$ cat src/rtl/fft_stage_sequencer.sv
// Read/write-back address scheduler for an in-place radix-2 DIT FFT.
// Walks LOG2N stages of N/2 butterflies and drains the butterfly pipe between stages.
module fft_stage_sequencer #(
  parameter int unsigned LOG2N  = 3,
  parameter int unsigned BF_LAT = 2
) (
  input  logic             clk2,
  input  logic             rst_n,
  input  logic             start,
  output logic             busy,
  output logic             done,
  output logic [LOG2N-1:0] stage,
  output logic             rd_en,
  output logic [LOG2N-1:0] rd_addr_a,
  output logic [LOG2N-1:0] rd_addr_b,
  output logic [LOG2N-2:0] tw_addr,
  output logic             wr_en,
  output logic [LOG2N-1:0] wr_addr_a,
  output logic [LOG2N-1:0] wr_addr_b
);

  typedef enum logic [1:0] {
    S_IDLE  = 2'd0,
    S_RUN   = 2'd1,
    S_DRAIN = 2'd2,
    S_DONE  = 2'd3
  } state_t;

  localparam logic [LOG2N-1:0] LAST_STAGE = LOG2N'(LOG2N - 1);
  localparam logic [LOG2N-2:0] LAST_BFLY  = '1;

  state_t           state_q, state_d;
  logic [LOG2N-1:0] stage_q, stage_d;
  logic [LOG2N-2:0] bfly_q, bfly_d;
  logic [LOG2N-1:0] rda_q, rda_d, rdb_q, rdb_d;
  logic [LOG2N-2:0] tw_q, tw_d;

  logic [BF_LAT-1:0] vld_q;
  logic [LOG2N-1:0]  pa_q [BF_LAT];
  logic [LOG2N-1:0]  pb_q [BF_LAT];

  logic             drain_ok;
  logic [LOG2N-1:0] bf_ext, span, pos, grp, addr_a;

  always_comb begin
    state_d = state_q;
    stage_d = stage_q;
    bfly_d  = bfly_q;
    // The pipe is empty on the next cycle once only its output slot may still be valid.
    drain_ok = 1'b1;
    for (int unsigned k = 0; k + 1 < BF_LAT; k++) begin
      if (vld_q[k]) drain_ok = 1'b0;
    end
    case (state_q)
      S_IDLE: begin
        stage_d = '0;
        bfly_d  = '0;
        if (start) state_d = S_RUN;
      end
      S_RUN: begin
        if (bfly_q == LAST_BFLY) state_d = S_DRAIN;
        else                     bfly_d  = bfly_q + 1'b1;
      end
      S_DRAIN: begin
        if (drain_ok) begin
          if (stage_q == LAST_STAGE) begin
            state_d = S_DONE;
          end else begin
            state_d = S_RUN;
            stage_d = stage_q + 1'b1;
            bfly_d  = '0;
          end
        end
      end
      S_DONE: begin
        state_d = S_IDLE;
        stage_d = '0;
        bfly_d  = '0;
      end
      default: state_d = S_IDLE;
    endcase
  end

  // Addresses are computed from next-cycle counters so they register alongside rd_en.
  always_comb begin
    bf_ext = {1'b0, bfly_d};
    span   = LOG2N'(1) << stage_d;
    pos    = bf_ext & (span - LOG2N'(1));
    grp    = bf_ext >> stage_d;
    addr_a = ((grp << stage_d) << 1) | pos;
    rda_d  = rda_q;
    rdb_d  = rdb_q;
    tw_d   = tw_q;
    if (state_d == S_RUN) begin
      rda_d = addr_a;
      rdb_d = addr_a + span;
      tw_d  = (LOG2N-1)'(pos << (LAST_STAGE - stage_d));
    end
  end

  always_ff @(posedge clk2 or negedge rst_n) begin
    if (!rst_n) begin
      state_q <= S_IDLE;
      stage_q <= '0;
      bfly_q  <= '0;
      rda_q   <= '0;
      rdb_q   <= '0;
      tw_q    <= '0;
    end else begin
      state_q <= state_d;
      stage_q <= stage_d;
      bfly_q  <= bfly_d;
      rda_q   <= rda_d;
      rdb_q   <= rdb_d;
      tw_q    <= tw_d;
    end
  end

  // Address slots only load with valid data, so the output slot holds its last write-back pair.
  always_ff @(posedge clk2 or negedge rst_n) begin
    if (!rst_n) begin
      vld_q <= '0;
      for (int unsigned k = 0; k < BF_LAT; k++) begin
        pa_q[k] <= '0;
        pb_q[k] <= '0;
      end
    end else begin
      vld_q[0] <= rd_en;
      if (rd_en) begin
        pa_q[0] <= rda_q;
        pb_q[0] <= rdb_q;
      end
      for (int unsigned k = 1; k < BF_LAT; k++) begin
        vld_q[k] <= vld_q[k-1];
        if (vld_q[k-1]) begin
          pa_q[k] <= pa_q[k-1];
          pb_q[k] <= pb_q[k-1];
        end
      end
    end
  end

  assign busy      = (state_q != S_IDLE);
  assign done      = (state_q == S_DONE);
  assign rd_en     = (state_q == S_RUN);
  assign stage     = stage_q;
  assign rd_addr_a = rda_q;
  assign rd_addr_b = rdb_q;
  assign tw_addr   = tw_q;
  assign wr_en     = vld_q[BF_LAT-1];
  assign wr_addr_a = pa_q[BF_LAT-1];
  assign wr_addr_b = pb_q[BF_LAT-1];

endmodule

$ cat config.mk
export PLATFORM = sky130hd
export DESIGN_NAME = fft_stage_sequencer
export DESIGN_NICKNAME = d
export VERILOG_FILES = /design/src/rtl/fft_stage_sequencer.sv
export SDC_FILE = /design/constraint.sdc
export NUM_CORES = 1
export LEC_CHECK = 0
export CORE_MARGIN = 5
export CORE_UTILIZATION = 52
export DETAILED_ROUTE_END_ITERATION = 6
export GPL_ROUTABILITY_DRIVEN = 0
export PLACE_DENSITY = 0.83
export SYNTH_ARGS = -nofsm -noshare
export SYNTH_HDL_FRONTEND = slang
export SYNTH_SLANG_ARGS = --single-unit
$ cat constraint.sdc
create_clock -name clk2 -period 3.2 [get_ports clk2]
set_input_delay 0.64 -clock clk2 [delete_from_list [all_inputs] [get_ports clk2]]
set_output_delay 0.64 -clock clk2 [all_outputs]
set_load 0.05 [all_outputs]
==> results of run 1 <==
## layout by cell type, fill, tap and decap left out, drive strengths merged, types with 6 or more instances in the layout
cell	count
dfrtp	29
inv	9
mux2	8
clkbuf	7
ha	6
nand2	27
clkdlybuf4s50	23
a21oi	6
o21ai	6
## worst max-delay path, cell delays in order (launching register included)
cell     delay, ps
dfrtp_2        420
inv_1           60
ha_1           220
nor2b_2        180
o211a_1        270
a21oi_2        170
inv_1          110
ha_1           250
xor2_1         160
a21oi_2        180
a41oi_2         70
fa_2           420
nor4b_2        170
a211o_1        240
## final timing paths
kind / startpoint / endpoint / cells past startpoint
setup / recovery: stage[0]$_DFF_PN0_ / rd_addr_b[2]$_DFFE_PN0N_ / 13
hold / removal: pb_q[3]$_DFFE_PN0P_ / pb_q[3]$_DFFE_PN0P_ / 2
setup reg to reg: stage[0]$_DFF_PN0_ / rd_addr_b[2]$_DFFE_PN0N_ / 13
hold reg to reg: pb_q[3]$_DFFE_PN0P_ / pb_q[3]$_DFFE_PN0P_ / 2
max in group asynchronous: rst_n / stage[0]$_DFF_PN0_ / 2
min in group asynchronous: rst_n / state_q[0]$_DFF_PN0_ / 2
## layout make-up
| class | count | area [sq um] | share of cell area [%] |
|---|---|---|---|
| Tap cell | 31 | 38.79 | 2.113 |
| Clock inverter | 1 | 30.03 | 1.636 |
| Timing Repair Buffer | 28 | 267.8 | 14.59 |
| Clock buffer | 7 | 55.05 | 2.999 |
| Multi-Input combinational cell | 88 | 680.7 | 37.08 |
| Sequential cell | 29 | 726.9 | 39.60 |
| Inverter | 9 | 36.28 | 1.977 |
## timing repair
item                       in CTS  in global routing
setup endpoints to repair       0                  2
buffers inserted                0                  0
resized for setup               0                  4
## logic make-up after synthesis
family	Yosys count
flops	29
other cells	1
compound gates	24
buf+inv	20
xor+xnor	3
fa+ha+maj	7
mux	8
simple gates	45
## state kept, by name (all words and copies together), names as in the netlist
| signal | cells |
|---|---|
| pa_q | 3 |
| pb_q | 3 |
| rd_addr_a | 3 |
| rd_addr_b | 3 |
| stage | 3 |
| wr_addr_a | 3 |
| wr_addr_b | 3 |
| bfly_q | 2 |
| state_q | 2 |
| tw_addr | 2 |
| vld_q | 2 |
## through the flow
step | area, sq um | utilization (%) | hold slack, ps | setup WS, ps
6_report | 1836 | 65.99 | 483.9 | 173.8
5_1_grt | 1836 | 65.99 | 520.6 | 20.16
3_5_place_dp | 1732 | 62.26 | 462.3 | 141.5
2_1_floorplan | 1514 | - | 344.4 | 43.08
3_3_place_gp | 1732 | 62.26 | 454.0 | 319.8
4_1_cts | 1817 | 65.32 | 485.0 | 38.07
## metal layers
metal	part of all wire, %	wire (microns)	up-vias	GRT usage [%]
met5	0	0	-	0
met2	52	1539	23	26.76
met3	4.2	122	6	4.203
li1	-	-	508	-
met1	42	1231	516	19.59
met4	1.3	38	0	5.455
## power by group through the flow
stage	Clock (mW)	Sequential [mW]	Combinational, mW
after floorplan	0	0.722	0.739
after global placement	0	0.604	1.08
after detailed placement	0	0.613	1.12
after CTS	0.315	0.606	1.12
after global routing	0.334	0.628	1.21
final	0.309	0.607	1.12
==> flow_metrics.tcl, run 1 <==
set metrics [dict create \
    path_class "reg -> reg" \
    synth_top_area_cell "dfrtp_1" \
    first_pass_iters 4 \
    ctsHoldBuffers 0 \
    swShare_pct 45.91 \
    cap_violations 0 \
    fin_crit_sh_pct 94.57 \
    clkPwrFrac_pct 15.2 \
    die_x_microns 63.94 \
    cts_tree "yes" \
    n_fill_cell 218 \
    core_sq_um 2781 \
    vias 1053 \
    synth_top_family_by_area "simple AND/OR/NAND/NOR gates" \
    status "complete, no violations" \
    cts_buffers 5 \
    port_buffers 23 \
    antenna_found_initial 0 \
    drt_first_iter_violations 31 \
    synth-compound-area-share_pct 13.23 \
    synth_area_leaders "dfrtp_1 (48%), nand2_1 (6.7%), mux2_2 (5.2%)" \
    hold_class "reg -> reg" \
    synth_edf_count 0 \
    drtAntennaViolNets 0 \
    synth_cell_type_count 44 \
    start_util_pct 54.39 \
    rows 19 \
    die_height_microns 63.94 \
    finClkSkew_ps 6.066 \
    nets 171 \
    cts_sinks 29 \
    ys_top_cells_by_count "dfrtp_1 (29), nand2_1 (27), inv_1 (7), mux2_2 (7)" \
    syn_inst 137 \
    syn-num-nets 147 \
    crit_fanout 5 \
    internal_power_mw 1.102 \
    yosys.area_share.simple_pct 15.80 \
    num_antenna_cells 0 \
    area_delta_synth_final_pct 21.34 \
    muxShareOfSynthArea_pct 5.955 \
    p_switching_mw 0.9348 \
    grt_max_degree 30 \
    cp_data_arrival_time_ps 3230 \
    synthesis.area_sq_um 1513 \
    clock_latency_ps 310 \
    synth_xor_area_share_pct 2.233 \
    worstPathRequired_ps 3410 \
    yosysSeqAreaShare_pct 47.97 \
    timing.critical_path.to_type "flop" \
    path_clk_slew_ps 90 \
    viasPerCell 5.456 \
    syn_avg_cell_area_sq_um 11.04 \
    fin_tns_setup_ps 0 \
    grt_first_pass_wirelength_microns 5216 \
    slew-limit-headroom_pct 52.07 \
    grt_pass1_vias 1134 \
    ys_seq_elements 29 \
    finalCriticalPeriod_ps 3026 \
    worstSetupStartpointType "flop" \
    htree_levels 2 \
    irDropWorstVdd_mv 0.7090 \
    dp_cells 185 \
    p_seq_share_pct 29.8 \
    reg2reg_slack_ps 170 \
    synth-adder-area-share_pct 6.286 \
    yosysWarnings 0 \
    tightest_slew_ps 716.8 \
    pwr-share-comb_pct 55.0 \
    drc 0 \
    async_reset_ff_share_pct 100.0 \
    die-area_sq_um 4088 \
    maxSlewViolCount 0 \
    layout.cells.non_filler 193 \
    p_per_area_nw_per_um2 1109 \
    synth_top_area_share_pct 47.97 \
    yosysMostFrequentCell "dfrtp_1" \
    grt-ovfl-total 0 \
    leakage_nw 0.8833 \
    cts_buffer_depth 2 \
    synth_top_flop_cell "dfrtp_1" \
    hold_viol_final 0 \
    finalSetupViolCount 0 \
    wire_per_inst_microns 15.19 \
    fmax_ghz 0.3304 \
    rsz0062_at_grt "no" \
    clock_tree.root_cell "clkbuf_4" \
    track_usage_pct 15.88 \
    power.total_mw 2.036 \
    routed_wl_microns 2932 \
    ioPinCount 24 \
    place_hpwl_microns 2214 \
    drive_gt1_share_pct 23.46 \
]
No activity file was read; power rests on OpenSTA's default activity.
==> inputs of run 2 (changes only) <==
Settings changed: RECOVER_POWER set to 25.
==> run 2 against run 1 <==
Compared with the run above:
- total power shrank 0.34%
- sequential share of layout area is 0.16 points higher
- non-clock buffer count unchanged
- core utilization decreased by 0.27 points
- sequential cell count is the same
- die area stayed put
- clock-buffer cell count did not move
- register-to-register slack barely moved
- clock skew about the same
- cell area decreased by 0.41%
- critical endpoint unchanged
==> flow_metrics.tcl, run 2 (same netlist as run 1, synthesis figures left out) <==
set metrics [dict create \
    die_height_microns 63.94 \
    cp_data_arrival_time_ps 3230 \
    rsz0062_at_grt "no" \
    grt_max_degree 30 \
    reg2reg_slack_ps 170 \
    clock_latency_ps 310 \
    drive_gt1_share_pct 22.22 \
    routed_wl_microns 2927 \
    cts_tree "yes" \
    worstPathRequired_ps 3410 \
    place_hpwl_microns 2214 \
    die-area_sq_um 4088 \
    rows 19 \
    finalCriticalPeriod_ps 3026 \
    grt-ovfl-total 0 \
    finalSetupViolCount 0 \
    r2r_start "stage[0]$_DFF_PN0_" \
    hp-start "pb_q[3]$_DFFE_PN0P_" \
    hold_viol_final 0 \
    min_to "pb_q[3]$_DFFE_PN0P_" \
    ioPinCount 24 \
    maxSlewViolCount 0 \
    status "complete, no violations" \
    fin_tns_setup_ps 0 \
    antenna_found_initial 0 \
    leakage_nw 0.8764 \
    hold_path_depth 2 \
    num_antenna_cells 0 \
    viasPerCell 5.446 \
    final_common_cell "dfrtp_1" \
    cap_violations 0 \
    path_clk_slew_ps 90 \
    die_x_microns 63.94 \
    cts_buffer_depth 2 \
    layout_setup_ws_ps 173.8 \
    worstSetupStartpointType "flop" \
    tightest_slew_ps 1475 \
    vias 1051 \
    wire_per_inst_microns 15.17 \
    port_buffers 23 \
    cts_buffers 5 \
    rr_worst_depth 13 \
    grt_first_pass_wirelength_microns 5216 \
    fin_crit_sh_pct 94.57 \
    first_pass_iters 4 \
    area_delta_synth_final_pct 20.84 \
    slew-limit-headroom_pct 1.637 \
    clock_tree.root_cell "clkbuf_4" \
    dp_slack_ps 141.5 \
    track_usage_pct 15.88 \
    irDropWorstVdd_mv 0.7088 \
    ctsHoldBuffers 0 \
    cts_resized 0 \
    drt_first_iter_violations 33 \
    core_sq_um 2781 \
    fmax_ghz 0.3304 \
    cts_sinks 29 \
    start_util_pct 54.39 \
    timing.critical_path.to_type "flop" \
    hold_class "reg -> reg" \
    p_per_area_nw_per_um2 1110 \
    layout_common_cells "dfrtp_1 (28), nand2_1 (27), clkdlybuf4s50_1 (22)" \
    reg2reg_to "rd_addr_b[2]$_DFFE_PN0N_" \
    drc 0 \
    htree_levels 2 \
    cts_setup_buffers 0 \
    path_class "reg -> reg" \
    drtAntennaViolNets 0 \
    nets 171 \
    finClkSkew_ps 6.066 \
    grt_pass1_vias 1134 \
    crit_fanout 5 \
]
==> run 2: cell count changes in the layout (fill, tap and decap cells not counted) <==
| cell | previous run | this run |
|---|---|---|
| clkdlybuf4s50_1 | 23 | 22 |
| buf_4 | 5 | 3 |
| clkbuf_1 | 1 | 3 |
| dlygate4sd3_1 | 0 | 1 |
==> run 2: how the worst max path moves through the flow <==
| stage | startpoint | to | slack [ps] | cells after the start |
|---|---|---|---|---|
| 2_1_floorplan | stage[1]$_DFF_PN0_ | rd_addr_b[2]$_DFFE_PN0N_ | 40 | 12 |
| 5_1_grt | stage[0]$_DFF_PN0_ | rd_addr_b[2]$_DFFE_PN0N_ | 20 | 13 |
| 6_report | stage[0]$_DFF_PN0_ | rd_addr_b[2]$_DFFE_PN0N_ | 170 | 13 |
| 3_5_place_dp | stage[0]$_DFF_PN0_ | rd_addr_b[2]$_DFFE_PN0N_ | 140 | 13 |
| 3_3_place_gp | stage[1]$_DFF_PN0_ | rd_addr_b[2]$_DFFE_PN0N_ | 320 | 12 |
| 4_1_cts | stage[0]$_DFF_PN0_ | rd_addr_b[2]$_DFFE_PN0N_ | 40 | 13 |
==> run 2: layer usage <==
metal	share of wire, %	vias up	track usage, %
met2	53	23	26.76
li1	-	507	-
met1	42	515	19.59
met5	0	-	0
met4	1.3	0	5.455
met3	4.2	6	4.203
==> run 2: critical path: stages, from the launching register on <==
cell and delay [ps]:
dfrtp_2 420, inv_1 60, ha_1 220, nor2b_2 180, o211a_1 270, a21oi_2 170, inv_1 110, ha_1 250
xor2_1 160, a21oi_2 180, a41oi_2 70, fa_2 420, nor4b_2 170, a211o_1 240
==> run 2: area by class of cell <==
class,instances,area (sq um)
fill,221,953.4
sequential,29,726.9
multi-input combinational,88,680.7
timing repair buffer,28,260.3
clock buffer,7,55.05
tap,31,38.79
inverter,9,36.28
clock inverter,1,30.03
==> run 2: metrics by stage <==
| step | std cells | total power [mW] | utilization, % | hold WS (ps) | cell area, sq um |
|---|---|---|---|---|---|
| floorplan | 137 | 1.462 | - | 344.4 | 1514 |
| global placement | 185 | 1.682 | 62.26 | 454.0 | 1732 |
| detailed placement | 185 | 1.729 | 62.26 | 462.3 | 1732 |
| CTS | 193 | 2.041 | 65.32 | 485.0 | 1817 |
| global route | 193 | 2.165 | 65.72 | 520.7 | 1828 |
| finish | 193 | 2.029 | 65.72 | 483.9 | 1828 |
==> run 2: power by group <==
| part | internal, mW | switching (mW) | total [mW] |
|---|---|---|---|
| logic | 0.407 | 0.707 | 1.11 |
| clock network | 0.187 | 0.122 | 0.309 |
| registers | 0.502 | 0.104 | 0.606 |
| total | 1.10 | 0.934 | 2.03 |
